`config.mk`:
```
export PLATFORM = sky130hd
export DESIGN_NAME = enc_period_gen2
export DESIGN_NICKNAME = d
export VERILOG_FILES = /design/src/rtl/enc_period_gen2.sv
export SDC_FILE = /design/constraint.sdc
export NUM_CORES = 1
export LEC_CHECK = 0
export CORE_ASPECT_RATIO = 1.5
export CORE_UTILIZATION = 62
export CTS_CLUSTER_DIAMETER = 30
export DETAILED_ROUTE_END_ITERATION = 8
export DONT_BUFFER_PORTS = 1
export GPL_TIMING_DRIVEN = 0
export PLACE_DENSITY_LB_ADDON = 0.25
export REMOVE_ABC_BUFFERS = 1
export SETUP_SLACK_MARGIN = 0.05
export SYNTH_ARGS = -nofsm -noshare
export SYNTH_HDL_FRONTEND = slang
export SYNTH_SLANG_ARGS = --single-unit
```
`constraint.sdc`:
```
create_clock -name clk -period 5.8 [get_ports clk]
set_input_delay 0.87 -clock clk [delete_from_list [all_inputs] [get_ports clk]]
set_output_delay 0.87 -clock clk [all_outputs]
set_load 0.1 [all_outputs]
```
`src/rtl/enc_period_gen2.sv`:
```
// enc_period_gen2: quadrature quarter-period history, full-period sum and acceleration taps per encoder channel
module enc_period_gen2 #(
    parameter int WIDTH = 26,
    parameter int DEPTH = 4,
    parameter int SHIFT = 4,
    parameter int FILT  = 2
) (
    input  logic                   clk,
    input  logic                   reset,
    input  logic                   a,
    input  logic                   b,
    input  logic                   err_clr,
    output logic [WIDTH-SHIFT-1:0] period,
    output logic                   period_ovf,
    output logic                   period_valid,
    output logic                   dir,
    output logic [WIDTH-SHIFT-1:0] qtr_new,
    output logic [WIDTH-SHIFT-1:0] qtr_old,
    output logic [WIDTH-SHIFT-1:0] t_cur,
    output logic                   t_ovf,
    output logic                   edge_strobe,
    output logic                   seq_err
);
    localparam int OW = WIDTH - SHIFT;
    localparam int SW = WIDTH + 3;
    localparam int FW = FILT > 0 ? $clog2(FILT + 1) : 1;
    localparam int VW = $clog2(DEPTH + 1);
    localparam logic [WIDTH-1:0] MAX = '1;

    logic [1:0]       s1, s2, f, fp;
    logic [FW-1:0]    fc [2];
    logic [2:0]       st;
    logic [WIDTH-1:0] cnt;
    logic [WIDTH-1:0] hist [DEPTH];
    logic [VW-1:0]    vcnt;
    logic [SW-1:0]    sum;
    logic [WIDTH-1:0] psat;
    logic             anymax, sat, ovf_n, armed, da, db, both, ev, fwd, same;

    // st walks the synchroniser fill, then loads fp before edges are armed
    always_ff @(posedge clk or negedge reset)
        if (!reset) begin
            s1 <= '0;
            s2 <= '0;
            f <= '0;
            fp <= '0;
            fc[0] <= '0;
            fc[1] <= '0;
            st <= '0;
        end else begin
            s1 <= {b, a};
            s2 <= s1;
            fp <= f;
            st <= (st == 3'd4) ? st : st + 3'd1;
            for (int i = 0; i < 2; i++)
                if (st < 3'd3) begin
                    f[i] <= s2[i];
                    fc[i] <= '0;
                end else if (s2[i] == f[i])
                    fc[i] <= '0;
                else if (fc[i] >= FW'(FILT)) begin
                    f[i] <= s2[i];
                    fc[i] <= '0;
                end else
                    fc[i] <= fc[i] + FW'(1);
        end

    assign armed = (st == 3'd4);
    assign da    = f[0] ^ fp[0];
    assign db    = f[1] ^ fp[1];
    assign both  = armed & da & db;
    assign ev    = armed & (da ^ db);
    assign fwd   = da ? (f[0] ^ f[1]) : ~(f[0] ^ f[1]);
    assign same  = (fwd == dir);

    always_comb begin
        sum = SW'(cnt);
        anymax = (cnt == MAX);
        for (int i = 0; i < DEPTH - 1; i++) begin
            sum = sum + SW'(hist[i]);
            anymax = anymax | (hist[i] == MAX);
        end
    end

    assign sat   = sum > SW'(MAX);
    assign psat  = sat ? MAX : sum[WIDTH-1:0];
    assign ovf_n = sat | anymax;

    always_ff @(posedge clk or negedge reset)
        if (!reset) begin
            cnt <= MAX;
            for (int i = 0; i < DEPTH; i++) hist[i] <= MAX;
            period <= '1;
            period_ovf <= 1'b1;
            qtr_new <= '1;
            qtr_old <= '1;
            vcnt <= '0;
            dir <= 1'b0;
            seq_err <= 1'b0;
            edge_strobe <= 1'b0;
        end else begin
            edge_strobe <= ev;
            seq_err <= both | (seq_err & ~err_clr);
            if (ev) begin
                cnt <= '0;
                hist[0] <= cnt;
                qtr_new <= OW'(cnt >> SHIFT);
                qtr_old <= OW'(hist[DEPTH-1] >> SHIFT);
                if (same) begin
                    for (int i = 1; i < DEPTH; i++) hist[i] <= hist[i-1];
                    period <= OW'(psat >> SHIFT);
                    period_ovf <= ovf_n;
                    vcnt <= (vcnt == VW'(DEPTH)) ? vcnt : vcnt + VW'(1);
                end else begin
                    // reversal: older entries belong to the other direction
                    for (int i = 1; i < DEPTH; i++) hist[i] <= MAX;
                    dir <= fwd;
                    vcnt <= VW'(1);
                    period <= '1;
                    period_ovf <= 1'b1;
                end
            end else begin
                cnt <= (cnt == MAX) ? cnt : cnt + WIDTH'(1);
                if (cnt >= hist[DEPTH-1]) begin
                    period <= OW'(psat >> SHIFT);
                    period_ovf <= ovf_n;
                end
                if (cnt == MAX) period_ovf <= 1'b1;
            end
        end

    assign period_valid = (vcnt == VW'(DEPTH));
    assign t_cur        = OW'(cnt >> SHIFT);
    assign t_ovf        = (cnt == MAX);
endmodule
```
# Word-level counts from Yosys, hierarchy flattened
# Index checks and enable logic that the tools add are counted.
[totals]
register_bits = 218
input_bits = 5
output_inout_bits = 94
[op_classes]
add_sub_neg = 8
n_lt_le_gt_ge = 5
eq_ne = 13
muxes = 26
bitwise_logic = 16
n_reduce_logical = 8
[op_table]
columns = ["cell", "count"]
rows = [
  ["== test 26 bit (second input constant)", 4],
  ["2-to-1 mux 26 bit", 3],
  ["2-to-1 mux 78 bit", 1],
  ["2-to-1 mux 22 bit", 3],
  ["adder 28 x 26 -> 29 bit", 1],
  ["> comparator 29 x 26 -> 1 bit (second input constant)", 1],
  ["adder 27 x 26 -> 28 bit", 1],
  ["adder 26 x 26 -> 27 bit", 1],
  ["adder 26 x 1 -> 26 bit (second input constant)", 1],
  [">= comparator 26 bit", 1],
  ["2-to-1 mux 2 bit", 6],
  ["2-to-1 mux 1 bit", 11],
  ["AND reduction 2 bit", 4],
  ["adder 3 x 1 -> 3 bit (second input constant)", 2],
  ["== test 3 bit (second input constant)", 2],
  ["2-to-1 mux 3 bit", 2],
  ["nonzero test 2 bit", 3],
  ["bitwise OR 1 bit", 5],
  ["adder 2 x 1 -> 2 bit (second input constant)", 2],
  ["bitwise AND 1 bit", 4],
  [">= comparator 2 bit (second input constant)", 2],
  ["inequality test 2 x 1 -> 1 bit (second input constant)", 2],
  ["inequality test 2 bit (second input constant)", 2],
  ["XOR 1 bit", 4],
  ["4 further kinds", 8],
]

# Depth between registers and ports, before layout
# Gate-level depths: netlist (run 1).
[depth]
word_depth = 8
ltp_mapped = 16

# Least setup slack after synthesis (run 1)
# OpenSTA, ideal clock, no wires.
[synth_path]
path_kind = "register to register"
from = "register cnt[22]"
to = "register period[10]"
t_arrival_ns = 3.979
t_required_ns = 5.719
slack_ns = 1.740
stages_incl_launch_ff = 17
n_path_buf = 3
path_cell_list = "dfstp_2 > inv_1 > fa_1 > fa_1 > inv_1 > ha_1 > clkbuf_1 > and4_1 > and4_1 > and2_1 > a22o_1 > or4_1 > a21oi_1 > and3_1 > buf_2 > buf_4 > a21oi_1"
[synth_via]
elab_chain_cells = 7
[synth_lines]
columns = ["item", "line", "source"]
rows = [
  ["start, declared", "33", "logic [WIDTH-1:0] cnt;"],
  ["start signal, assigned", "123", "cnt <= (cnt == MAX) ? cnt : cnt + WIDTH'(1);"],
  ["adder 26 x 26 -> 27 bit", "80", "sum = sum + SW'(hist[i]);"],
  ["adder 27 x 26 -> 28 bit", "80", ""],
  ["adder 28 x 26 -> 29 bit", "80", ""],
  ["> comparator 29 x 26 -> 1 bit", "85", "assign sat = sum > SW'(MAX);"],
  ["2-to-1 mux 26 bit", "86", "assign psat = sat ? MAX : sum[WIDTH-1:0];"],
  ["2-to-1 mux 22 bit, on equally long branches", "124, 109", ""],
  ["2-to-1 mux 22 bit", "104", "if (ev) begin"],
  ["end signal, assigned", "111", "period <= OW'(psat >> SHIFT);"],
  ["end signal, assigned", "125", "period <= OW'(psat >> SHIFT);"],
  ["end, declared", "13", "output logic [WIDTH-SHIFT-1:0] period,"],
]
# Parallel ways exist; a longest one is shown, timed or not. The select of a mux whose other input is x is not followed.
# A chain may end at the register's enable or synchronous reset.

# Worst setup path after layout (run 1)
[layout_path]
from = "register cnt[6]"
to = "register period[3]"
# The elaborated chain is that of the path after synthesis.

==> flow_summary.ini, run 1 <==
[status]
status = complete, no violations

[logic_synthesis]
post_synth_edffs = 0
main_combinational_cell_family_by_area_after_synthesis = compound AO/OA/AOI/OAI gates
synth_xor_area_share_pct = 3.45
portion_of_the_post_synthesis_area_used_by_sequential_elements_pct = 43.0
synth_common_cells = o21ai_0, inv_1, dfstp_2, nor2_1, nand2_1
post_synth_main_area_contributors = dfstp_2, fa_1, o21ai_0
yosys.cell_count.top_type = o21ai_0
synth_top_flop_cell = dfstp_2
synth_top_area_cell = dfstp_2
synth.ff_latch_count = 196
number_of_instances_in_the_synthesized_netlist = 1229
synth.cell_area_um2 = 11900
yosys.area.top_type_share_pct = 38.6
yosys-mux-area-fraction_pct = 2.81
ys_types = 65
synth_simple_gate_area_share_pct = 10.7
synthArstFlopShare_pct = 100
synth-compound-area-share_pct = 14.9
synth_warnings = 0
yosys.area_share.adder_pct = 14.8
synthesis.area_per_instance_um2 = 9.70

[setup_path]
critPathCaptureType = flip-flop
r2r-end = period[3]
r2r_cells = 13
cpLargestDelayFamily = compound AO/OA/AOI/OAI gates
critical_path_buf_inv_count = 2
arrival_time_worst_endpoint_ns = 5.58
worst_setup_path_startpoint = cnt[6]
worstSetupEndpoint = period[3]
ws_path_type = flip-flop to flip-flop
slowest_stage = dfstp_2
critical_path.cell_chain = inv_1 -> fa_1 -> fa_1 -> inv_1 -> ha_1 -> a21o_1 -> o21bai_1 -> o2111a_1 -> o2111ai_1 -> a21boi_1 -> a21oi_1 -> and3_1 -> a21oi_1
critPathMaxFanout = 17
critical_path_depth = 13
worstPathRequired_ns = 6.14
cpPeakStageDelay_ns = 0.95
cp-start-kind = flip-flop
setup.reg_to_reg.worst_slack_ns = 0.56
worst_r2r_startpoint = cnt[6]

[layout]
filler_cells = 1495
flow.area_growth_from_synthesis_pct = 4.49
final_core_util_pct = 66.6
antenna_cells_inserted = 0
final_area_um2 = 12500
final_nets = 1278
layout-drive-gt1-share_pct = 21.8

[drt]
totalWireLength_um = 27600
routed_wire_length_per_instance_um = 19.3
drt_iter0_markers = 570
detail-route-antenna-nets = 0
detail_route.vias_per_cell = 5.88
drt-pass1-iter-count = 5
vias = 8396
drc = 0

[floorplan]
floorplan.io_pins = 99
placementRows = 61
fp.dieW_um = 115
die_area_um2 = 19800
floorplan.die.height_um = 172
initial_core_util_pct = 63.8
core-area_um2 = 18700

[placed_design]
routabilityCongestion = 0.911
io_buffers = 0
placement.cell_area_um2 = 11900
detailedPlacementHpwl_um = 20500

[timing]
finalSetupViolCount = 0
final-hold-violation-count = 0
fin_crit_sh_pct = 90.4
final.hold.worst_slack_ns = 0.122
slew_viol_final = 0
period_minus_slack_ns = 5.24
rsz0062_at_grt = no
worstMarginPinSlew_ns = 1.04
clock-skew-final_ns = 0.00908
maxClockFrequency_ghz = 0.191
slew_headroom_pct = 30.4

[grt]
first_global_vias = 8443
use_met3_pct = 5.95
global_route_met1_utilization_pct = 36.2
grt_max_degree = 197
use_met2_pct = 52.1
globalRouteOverflowTotal = 0
globalRouteTotalUtil_pct = 30.1
antenna_found_initial = 0
grt_pass1_wl_um = 44700
global_route.peak_usage_layer = met2

[clock_network]
worst_skew_pair.late_latency_ns = 0.45
clock-sinks = 196
numCtsBuffers = 17
cts-root-to-sink-buffers = 2
post_cts_resized = 0
htree_levels = 4
clock_root_buffer = clkbuf_16
post-cts-setup-buffers = 0
cts_tree = yes
clk_pin_slew_ns = 0.07
holdBufCountCts = 0

[flow_run]
drv.max_cap_violation_count = 0

[min_path]
worstHoldPathType = input pin to async pin
routing by layer:
metal / part of all wire (%) / vias up / wire [um]
met5: 0 / - / 0
met4: 3.7 / 0 / 1010
met3: 5.0 / 48 / 1370
met2: 52 / 202 / 14400
met1: 39 / 4203 / 10800
li1: - / 3943 / -
worst min path at each step:
stage                        to  slack (ns)
floorplan                 s2[0]        0.33
global placement          s2[0]        0.33
detailed placement        s2[1]        0.34
CTS                 edge_strobe        0.11
global route        edge_strobe        0.10
finish              edge_strobe        0.12
placed cells by master, fill, tap and decap left out, types with 4 or more instances in the layout:
| master | Yosys | layout |
|---|---|---|
| o21ai_0 | 188 | 188 |
| inv_1 | 183 | 183 |
| dfstp_2 | 175 | 175 |
| nor2_1 | 73 | 72 |
| nand2_1 | 62 | 62 |
| a21oi_1 | 58 | 58 |
| ha_1 | 58 | 58 |
| fa_1 | 52 | 52 |
| xnor2_1 | 36 | 36 |
| nand4_1 | 31 | 31 |
| mux2_2 | 28 | 28 |
| dfrtp_1 | 21 | 21 |
| nand3_1 | 17 | 17 |
| a21o_1 | 17 | 17 |
| clkbuf_16 | 0 | 17 |
| nor3_1 | 10 | 10 |
| xor2_1 | 11 | 10 |
| nor4_1 | 9 | 9 |
| and3_1 | 6 | 6 |
| or3_1 | 6 | 6 |
| a211oi_1 | 6 | 6 |
| and4_1 | 5 | 5 |
| o21bai_1 | 5 | 5 |
| nor2b_1 | 5 | 5 |
| o22a_1 | 5 | 5 |
| clkinv_4 | 0 | 5 |
| buf_12 | 0 | 5 |
| or4_1 | 4 | 4 |
| o31ai_1 | 4 | 4 |
| nand2b_1 | 4 | 4 |
| o211ai_1 | 4 | 4 |
| a31oi_1 | 4 | 4 |
| and2_1 | 4 | 4 |
area by class of cell:
class	instances	area (um2)	area share (%)
clock buffer	21	450	3.62
clock inverter	11	105	0.844
inverter	183	687	5.51
multi-input combinational	756	5590	44.9
sequential	196	5120	41.1
tap	252	315	2.53
timing repair buffer	9	186	1.50
sequential cells by signal (all words and copies together) (netlist names), 3 cells and up:
| register | flops |
|---|---|
| qtr_old | 22 |
| fc | 4 |
| vcnt | 3 |
| period | 22 |
| qtr_new | 22 |
| st | 3 |
| hist | 82 |
| cnt | 26 |
stage by stage:
step            TNS, ns  setup slack [ns]  cells
5_1_grt               0             0.276   1428
2_1_floorplan   -469.06             -3.40   1135
3_3_place_gp   -1106.54             -7.41   1387
6_report              0             0.558   1428
4_1_cts               0             0.557   1428
3_5_place_dp          0             0.556   1396
logic make-up after synthesis:
group / Yosys count
mux: 30
buf+inv: 277
compound gates: 315
flops: 196
fa+ha+maj: 110
xor+xnor: 47
simple gates: 254
Power of run 1 is not shown: default switching activity piles up to over one toggle a cycle in this logic, so the estimate is an artifact.
==> inputs of run 2 (changes only) <==
- CORE_UTILIZATION: 62 -> 58
- GPL_TIMING_DRIVEN: 0 -> default
- clock period: 5.8 -> 4.74 ns (I/O delays scaled with it)
==> flow_summary.ini, run 2 (synthesized netlist as in run 1, its figures left out) <==
[clock_network]
cts_tree = yes
clock_root_buffer = clkbuf_16
clk_pin_slew_ns = 0.07
cts-root-to-sink-buffers = 2
htree_levels = 4
worst_skew_pair.late_latency_ns = 0.44
post-cts-setup-buffers = 0
numCtsBuffers = 17
clock-sinks = 196

[setup_path]
setup.reg_to_reg.worst_slack_ns = 0.23
worstPathRequired_ns = 5.11
worst_r2r_startpoint = cnt[1]
arrival_time_worst_endpoint_ns = 4.88
r2r-end = period_ovf
ws_path_type = flip-flop to flip-flop
cp-start-kind = flip-flop
r2r_cells = 14
critPathMaxFanout = 6
critPathCaptureType = flip-flop

[layout]
largestRegisters = hist (82), cnt (26)
flow.area_growth_from_synthesis_pct = 7.44
final_nets = 1325
layout_commonest_cell = o21ai_0
layout_common_cells = o21ai_0, inv_1, dfstp_2
antenna_cells_inserted = 0
layout-drive-gt1-share_pct = 25.0
largest-register = hist
final_cell_count_no_fill = 1483
multi_input_area_um2 = 5600
filler_cells = 1610
largest_register_ff_count = 82
seq_area_um2 = 5120

[placed_design]
io_buffers = 0
routabilityCongestion = 0.965
numPlacedInstances = 1450
detailedPlacementHpwl_um = 21300

[grt]
grt_max_degree = 177
grt_pass1_wl_um = 47400
globalRouteTotalUtil_pct = 29.5
antenna_found_initial = 0
globalRouteOverflowTotal = 0
first_global_vias = 8825

[drt]
detail_route.vias_per_cell = 5.79
drc = 0
drt-pass1-iter-count = 5
totalWireLength_um = 29000
vias = 8580
routed_wire_length_per_instance_um = 19.6
detail-route-antenna-nets = 0
drt_iter0_markers = 801

[timing]
worstMarginPinSlew_ns = 1.06
maxClockFrequency_ghz = 0.222
slew_viol_final = 0
clock-skew-final_ns = 0.0101
slew_headroom_pct = 29.3
fin_setup_tns_ns = 0
finalSetupViolCount = 0
fin_crit_sh_pct = 95.1
period_minus_slack_ns = 4.51
rsz0062_at_grt = no
final-hold-violation-count = 0

[floorplan]
floorplan.die.height_um = 178
initial_core_util_pct = 59.8
floorplan.io_pins = 99
placementRows = 63
die_area_um2 = 21100
fp.dieW_um = 119
core-area_um2 = 19900

[min_path]
worstHoldPathType = input pin to async pin

[flow_run]
drv.max_cap_violation_count = 0

[status]
status = complete, no violations
-- run 2: cell types whose count changed in the layout (fill, tap and decap cells not counted), moves of 2 or more --
cell       delta
buf_4        +53
clkinv_4      -4
bufinv_16     +3
buf_12        -4
buf_16        -2
inv_6         +2
-- run 2: area by class of cell --
cell class              count  area share, %
multi-input cells         756           43.7
flip-flops and latches    196           40.0
inverters                 183           5.36
repair buffers             56           3.56
clock buffers              20           3.49
well taps                 260           2.54
clock inverters            12           1.37
-- run 2: metrics by stage --
| step | hold WS, ns | util (%) | instance area, um2 | setup WS, ns |
|---|---|---|---|---|
| CTS | 0.109 | 64.2 | 12800 | 0.190 |
| global route | 0.114 | 64.2 | 12800 | 0.0482 |
| finish | 0.129 | 64.2 | 12800 | 0.234 |
| floorplan | 0.331 | - | 11400 | -4.46 |
| global placement | 0.334 | 61.0 | 12200 | 0.317 |
| detailed placement | 0.339 | 61.0 | 12200 | 0.208 |
-- run 2: worst max path at each step --
| stage | start | to | slack (ns) |
|---|---|---|---|
| after floorplan | f[1] | period[0] | -4.46 |
| after global placement | cnt[1] | period_ovf | 0.32 |
| after detailed placement | cnt[1] | period[7] | 0.21 |
| after CTS | cnt[1] | period[7] | 0.19 |
| after global routing | cnt[1] | period_ovf | 0.05 |
| final | cnt[1] | period_ovf | 0.23 |
-- run 2: per-layer routing --
layer	vias to the layer above	GRT usage [%]	part of all wire, %
li1	4037	-	-
met1	4224	36.2	39
met2	252	49.5	51
met3	67	6.01	6.0
met4	0	14.9	4.3
met5	-	0	0
-- run 2: worst max-delay path, cell delays in order, from the launching register on --
cell and delay (ns):
dfstp_2 0.58, inv_1 0.07, fa_1 0.52, fa_1 0.52, inv_1 0.04, ha_1 0.23, fa_1 0.40, a211oi_1 0.27
o21bai_1 0.22, o2111a_1 0.30, o2111ai_1 0.33, a21boi_2 0.16, a2111oi_1 0.47, a21oi_1 0.11, or2_1 0.21
-- run 2: timing repair --
action / 4_1_cts / 5_1_grt
setup endpoints to repair: 0 / 15
hold endpoints to repair: 21 / 0
hold buffers: 1 / 0
gates resized for setup: 0 / 3
Power of run 2 is left out for the same reason.
